$ cat src/rtl/regfile_dump_reader.sv
// Streams register-file entries START_REG..END_REG over a valid/ready port, one word per CAPTURE/SEND pair.
// Two cycles per word with out_ready high; a stalled word is held as a snapshot until it is accepted or aborted.
module regfile_dump_reader #(
  parameter int unsigned START_REG = 0,
  parameter int unsigned END_REG   = 31
) (
  input  logic        clk,
  input  logic        rst_n,
  input  logic        start,
  input  logic        abort,
  output logic [4:0]  rd_addr,
  input  logic [31:0] rd_data,
  output logic        out_valid,
  input  logic        out_ready,
  output logic [31:0] out_data,
  output logic [4:0]  out_index,
  output logic        out_last,
  output logic        busy,
  output logic        done
);

  if (!((START_REG <= END_REG) && (END_REG <= 31))) begin : gParamCheck
    $error("regfile_dump_reader: START_REG <= END_REG <= 31 is required");
  end

  localparam logic [4:0] START_IDX = 5'(START_REG);
  localparam logic [4:0] END_IDX   = 5'(END_REG);

  typedef enum logic [1:0] {
    IDLE    = 2'd0,
    CAPTURE = 2'd1,
    SEND    = 2'd2,
    DONE    = 2'd3
  } state_t;

  typedef struct packed {
    logic        last;
    logic [4:0]  index;
    logic [31:0] data;
  } dumpWord_t;

  state_t    state;
  state_t    stateNext;
  logic [4:0] rdAddr;
  dumpWord_t word;
  logic      loadStart;
  logic      captureEn;
  logic      advance;

  always_ff @(posedge clk or negedge rst_n) begin
    if (!rst_n) begin
      state <= IDLE;
    end else begin
      state <= stateNext;
    end
  end

  // Abort is checked before the transfer so an aborted word never advances the address.
  always_comb begin
    stateNext = state;
    loadStart = 1'b0;
    captureEn = 1'b0;
    advance   = 1'b0;
    case (state)
      IDLE: begin
        if (start && !abort) begin
          stateNext = CAPTURE;
          loadStart = 1'b1;
        end
      end
      CAPTURE: begin
        if (abort) begin
          stateNext = IDLE;
        end else begin
          stateNext = SEND;
          captureEn = 1'b1;
        end
      end
      SEND: begin
        if (abort) begin
          stateNext = IDLE;
        end else if (out_ready) begin
          if (word.last) begin
            stateNext = DONE;
          end else begin
            stateNext = CAPTURE;
            advance   = 1'b1;
          end
        end
      end
      DONE: begin
        stateNext = IDLE;
      end
      default: begin
        stateNext = IDLE;
      end
    endcase
  end

  // The address only increments when the held word is not last, so it stops at END_REG.
  always_ff @(posedge clk or negedge rst_n) begin
    if (!rst_n) begin
      rdAddr <= '0;
      word   <= '0;
    end else begin
      if (loadStart) begin
        rdAddr <= START_IDX;
      end else if (advance) begin
        rdAddr <= rdAddr + 5'd1;
      end
      if (captureEn) begin
        word <= '{last: (rdAddr == END_IDX), index: rdAddr, data: rd_data};
      end
    end
  end

  assign rd_addr   = rdAddr;
  assign out_valid = (state == SEND);
  assign out_data  = word.data;
  assign out_index = word.index;
  assign out_last  = word.last;
  assign busy      = (state == CAPTURE) || (state == SEND);
  assign done      = (state == DONE);

endmodule
$ cat config.mk
export PLATFORM = sky130hd
export DESIGN_NAME = regfile_dump_reader
export DESIGN_NICKNAME = d
export VERILOG_FILES = /design/src/rtl/regfile_dump_reader.sv
export SDC_FILE = /design/constraint.sdc
export NUM_CORES = 1
export LEC_CHECK = 0
export ABC_AREA = 1
export BUFFER_PORTS_ARGS = -buffer_cell sky130_fd_sc_hd__buf_2
export CELL_PAD_IN_SITES_DETAIL_PLACEMENT = 2
export CELL_PAD_IN_SITES_GLOBAL_PLACEMENT = 2
export CORE_MARGIN = 2
export CORE_UTILIZATION = 28
export DETAILED_ROUTE_END_ITERATION = 7
export PLACE_DENSITY = 0.75
export SETUP_SLACK_MARGIN = 0.02
export SYNTH_ARGS = -nofsm -noshare
export SYNTH_HDL_FRONTEND = slang
export SYNTH_SLANG_ARGS = --single-unit
export TNS_END_PERCENT = 100
$ cat constraint.sdc
create_clock -name clk -period 1.6 [get_ports clk]
set_input_delay 0.24 -clock clk [delete_from_list [all_inputs] [get_ports clk]]
set_output_delay 0.24 -clock clk [all_outputs]
set_load 0.1 [all_outputs]
Yosys cells after proc, flatten, opt, wreduce, memory -nomap -nowiden
Index checks and enable logic that the tools add are counted.
{"block": "totals", "ff_bits": 45, "latchBits": 0, "ram_bits": 0, "rom_bits": 0, "in_bits": 37, "output_inout_bits": 46, "elab_cells": 34, "memories": 0}
{"block": "classes", "n_addsub": 1, "mul": 0, "n_div": 0, "order_cmp": 0, "n_eq_ne": 6, "shifts": 0, "mux": 16, "n_bitwise": 0, "n_reduce_logical": 6}
{"op": "$mux 2", "count": 5}
{"op": "$mux 5", "count": 2}
{"op": "$mux 1", "count": 8}
{"op": "$pmux 2 s4", "count": 1}
{"op": "$add 5x1->5 const B", "count": 1}
{"op": "$eq 5x5->1 const B", "count": 1}
{"op": "$eq 2x2->1 const B", "count": 2}
{"op": "$ne 3x2->1 const B", "count": 1}
{"op": "$eq 2x1->1 const B", "count": 1}
{"op": "$logic_not 2->1", "count": 1}
{"op": "$ne 2x2->1 const B", "count": 1}
{"op": "$reduce_and 2->1", "count": 1}
{"op": "$reduce_bool 2->1", "count": 1}
{"op": "$logic_and 1x1->1", "count": 1}
{"op": "$logic_not 1->1", "count": 1}
{"op": "$logic_or 1x1->1", "count": 1}

Logic depth before layout (Yosys ltp)
{"block": "logic_depth", "depth_word": 6, "ltp_mapped": 9, "ltp_nobuf": 9}

Worst setup path after synthesis
Ideal clock, no wire load.
{"block": "synth_timing", "path_kind": "register to register", "from": "register state[0]", "to": "register rdAddr[1], in the netlist rd_addr[1]", "setup_time_ns": 0.120, "t_arrival_ns": 1.838, "t_required_ns": 1.480, "path_slack_ns": -0.359, "path_stages_with_launch": 10, "n_path_buf": 0, "synth_period_minus_slack_ns": 1.959, "cell_sequence": "dfrtp_1 inv_1 ha_1 nand2_1 inv_1 nand2_1 nand2_2 inv_2 nand2_1 nand2_1"}
{"block": "synth_between", "elab_chain_len": 3, "elab_cells_between_ends": 6, "classes_between": "eq/ne (1); mux (3); reduce/logical (2)"}
{"item": "start: declaration", "line": "42", "source": "state_t state;"}
{"item": "start signal: assignment", "line": "54", "source": "state <= stateNext;"}
{"item": "$eq 2x2->1"}
{"item": "named net out_valid", "line": "13", "source": "output logic out_valid,"}
{"item": "$mux 1", "line": "64", "source": "case (state)"}
{"item": "$reduce_bool 2->1 (no source line)"}
{"item": "end signal: assignment", "line": "109", "source": "rdAddr <= rdAddr + 5'd1;"}
{"item": "end: declaration", "line": "44", "source": "logic [4:0] rdAddr;"}
The timed path passes the listed nets, and every way through them passes these cells.
A chain may end at the register's enable or synchronous reset.

Worst setup path after layout
{"block": "layout_timing", "from": "register state[0]", "to": "output busy"}
{"block": "layout_between", "elab_chain_len": 2, "elab_cells_between_ends": 3, "classes_between": "eq/ne (2); reduce/logical (1)"}
{"item": "$eq 2x1->1 or $eq 2x2->1 (tied branches)", "line": "122", "source": "assign busy = (state == CAPTURE) || (state == SEND);"}
{"item": "$logic_or 1x1->1 (*)", "line": "122"}
{"item": "end: declaration", "line": "18", "source": "output logic busy,"}
Mark *: on every way between the ends. The rest lies on a longest branch, timed or not.

==> run summary <==
CTS Buffer Depth -> 2
Placed insts -> 397
Largest cells by area after synthesis -> dfrtp_1, nand2_1, nand3_2
Clock Pin Slew Worst Setup and Hold Paths -> 0.08 ns
CP max stage delay -> 0.40 ns
Area delta synth->final -> 32.4%
Worst path bufs/invs -> 2
GPL Wtd Cong -> 0.721
Mapped Avg Cell Area -> 9.53 sq um
Clock Skews -> 0.00602 ns
Post-synth top area share -> 53.0%
Worst rel slew slack -> 66.8%
Clock Sinks -> 45
Hold Violations, Final -> 0
Global-route wire length before repair -> 10400 microns
Vias in the first global route -> 2052
Aggregate routed wire length -> 5900 microns
Mapped cell area -> 0.00213 sq mm
Register area share after synthesis -> 53.0%
Largest net degree at the start of global routing -> 38
Drc violations -> 0
Ant diodes -> 0
FILL cells -> 875
Hpwl dp -> 4390 microns
Via count -> 1849
Slowest library cell on the worst path -> dfrtp_1
Commonest non-fill, non-tap cell in the layout -> nand2_1
Tot GR Track Use -> 15.4%
DIE AREA -> 0.00830 sq mm
Final setup vio count -> 0
Status -> completed
DRT iter0 DRCs -> 39
Vias per cell -> 4.54
Max-cap viol count -> 0
Hold/Removal Path Class -> input pin to flop
Fin Hold WS -> 0.176 ns
Mapped Nets -> 267
Worst Path Required -> 1.36 ns
Row count -> 31
Crit. End Element -> output pin
RSZ-0062 raised after global routing -> false
Fraction of layout cells with a size suffix above 1 -> 42.5%
Nets -> 352
Worst-Skew Late Latency -> 0.29 ns
CTS tree -> yes
Total number of H-tree levels -> 2
Slew @ Worst Pin -> 0.502 ns
Num CTS Buffers -> 5
Die X -> 91.1 microns
Critical Path Source Type -> flop
Main combinational cell family by area after synthesis -> simple AND/OR/NAND/NOR gates
Syn Inst Count -> 223
ANT nets after route -> 0
Non-Filler Instances -> 407
Core footprint -> 0.00729 sq mm
Buffers on Ports -> 82
CTS root buffer -> clkbuf_8
Initial antenna violation count -> 0
Post-Synth XOR/XNOR Area -> 0%
Crit path DAT -> 1.26 ns
Crit-path leading delay family -> flip-flops
Final cycle utilization of the critical path -> 93.7%
TNS Setup -> 0 ns
FMAX -> 667 MHz
DRT Pass-1 Iters -> 4
Most frequent cells in the layout -> nand2_1, buf_2, dfrtp_1
Synth Area in Adders -> 4.12%
Vert. Die Dim -> 91.1 microns
Ordered cell list for the critical path -> inv_2 > ha_1 > buf_12
Warnings from Yosys -> 0
# IOs -> 83
Worst Path Class, Setup -> flop to output pin
Yosys reg bits -> 45
Simple-gate share of the synthesized area -> 34.9%
Crit path time final -> 1.50 ns
Area fraction in compound gates after synthesis -> 1.59%
Distinct cell type count after synthesis -> 21
Post-synth top area cell -> dfrtp_1
Pins Over Slew Limit -> 0
Initial Utilization -> 29.2%
Wire per inst -> 14.5 microns
Maximum fanout along the worst path -> 4
Gr ovfl total -> 0
Mux contribution to synthesized area -> 0%
-- worst min-delay path, stage by stage --
cell and delay, ns:
buf_2 0.07, nand3_1 0.06, nand2_1 0.06
-- cell families (layout without fill, tap and decap cells) --
kind of cell / count (synthesis) / in the layout
buffers and inverters: 21 / 106
adders and majority gates: 7 / 7
and+or+nand+nor: 144 / 144
DFF: 45 / 45
AOI/OAI and AO/OA: 6 / 6
-- per-layer routing --
| layer | part of all wire, % | global-route usage (%) |
|---|---|---|
| met2 | 52 | 26.5 |
| met5 | 0 | 0 |
| met3 | 4.7 | 3.98 |
| met4 | 0.68 | 3.41 |
| met1 | 43 | 19.4 |
-- registers in the layout, summed over array words and instances, names as in the netlist --
| name | count |
|---|---|
| state | 2 |
| rd_addr | 5 |
| out_last | 1 |
| out_data | 32 |
| out_index | 5 |
-- stage by stage --
stage               utilization, %  setup WS, ns  instance area [sq um]
finish                        38.6         0.100                   2820
global route                  38.6        0.0346                   2820
CTS                           38.5        0.0379                   2810
detailed placement            37.1         0.160                   2700
global placement              37.1         0.238                   2700
floorplan                        -        0.0245                   2150
-- cell type report --
class | instances | area, sq um | area share (%)
repair buffers | 90 | 556 | 19.7
multi-input cells | 157 | 878 | 31.2
flip-flops and latches | 45 | 1130 | 40.3
clock buffers | 7 | 86.3 | 3.07
well taps | 99 | 124 | 4.40
inverters | 9 | 36.3 | 1.29
-- path summary, 6_finish.rpt --
kind	to	cells past startpoint	slack, ns	from
min in group asynchronous	rd_addr[3]$_DFFE_PN0P_	2	0.35	rst_n
hold / removal	out_data[12]$_DFFE_PN0P_	3	0.18	rd_data[12]
max in group asynchronous	rd_addr[1]$_DFFE_PN0P_	3	0.76	rst_n
setup reg to reg	rd_addr[4]$_DFFE_PN0P_	6	0.22	rd_addr[1]$_DFFE_PN0P_
setup / recovery	busy	3	0.10	state[0]$_DFFE_PN0P_
hold reg to reg	out_data[2]$_DFFE_PN0P_	2	0.47	out_data[2]$_DFFE_PN0P_
-- synthesized netlist by cell type, drive strengths merged --
library cell,number
nand4,1
dfrtp,45
nand3b,2
buf,12
a21oi,2
nor2,3
inv,9
o21ai,4
nand3,43
ha,7
nand2,95
-- timing repair --
action / CTS / global route
endpoints found under the setup margin: 1 / 1
resized for setup: 2 / 0
endpoints found under the hold margin: 8 / 0
hold buffers: 1 / 0
setup buffers: 1 / 1
Power is left out: the tool's default activity adds up to more than one toggle a clock period on the data nets, which glitch-free logic cannot reach.
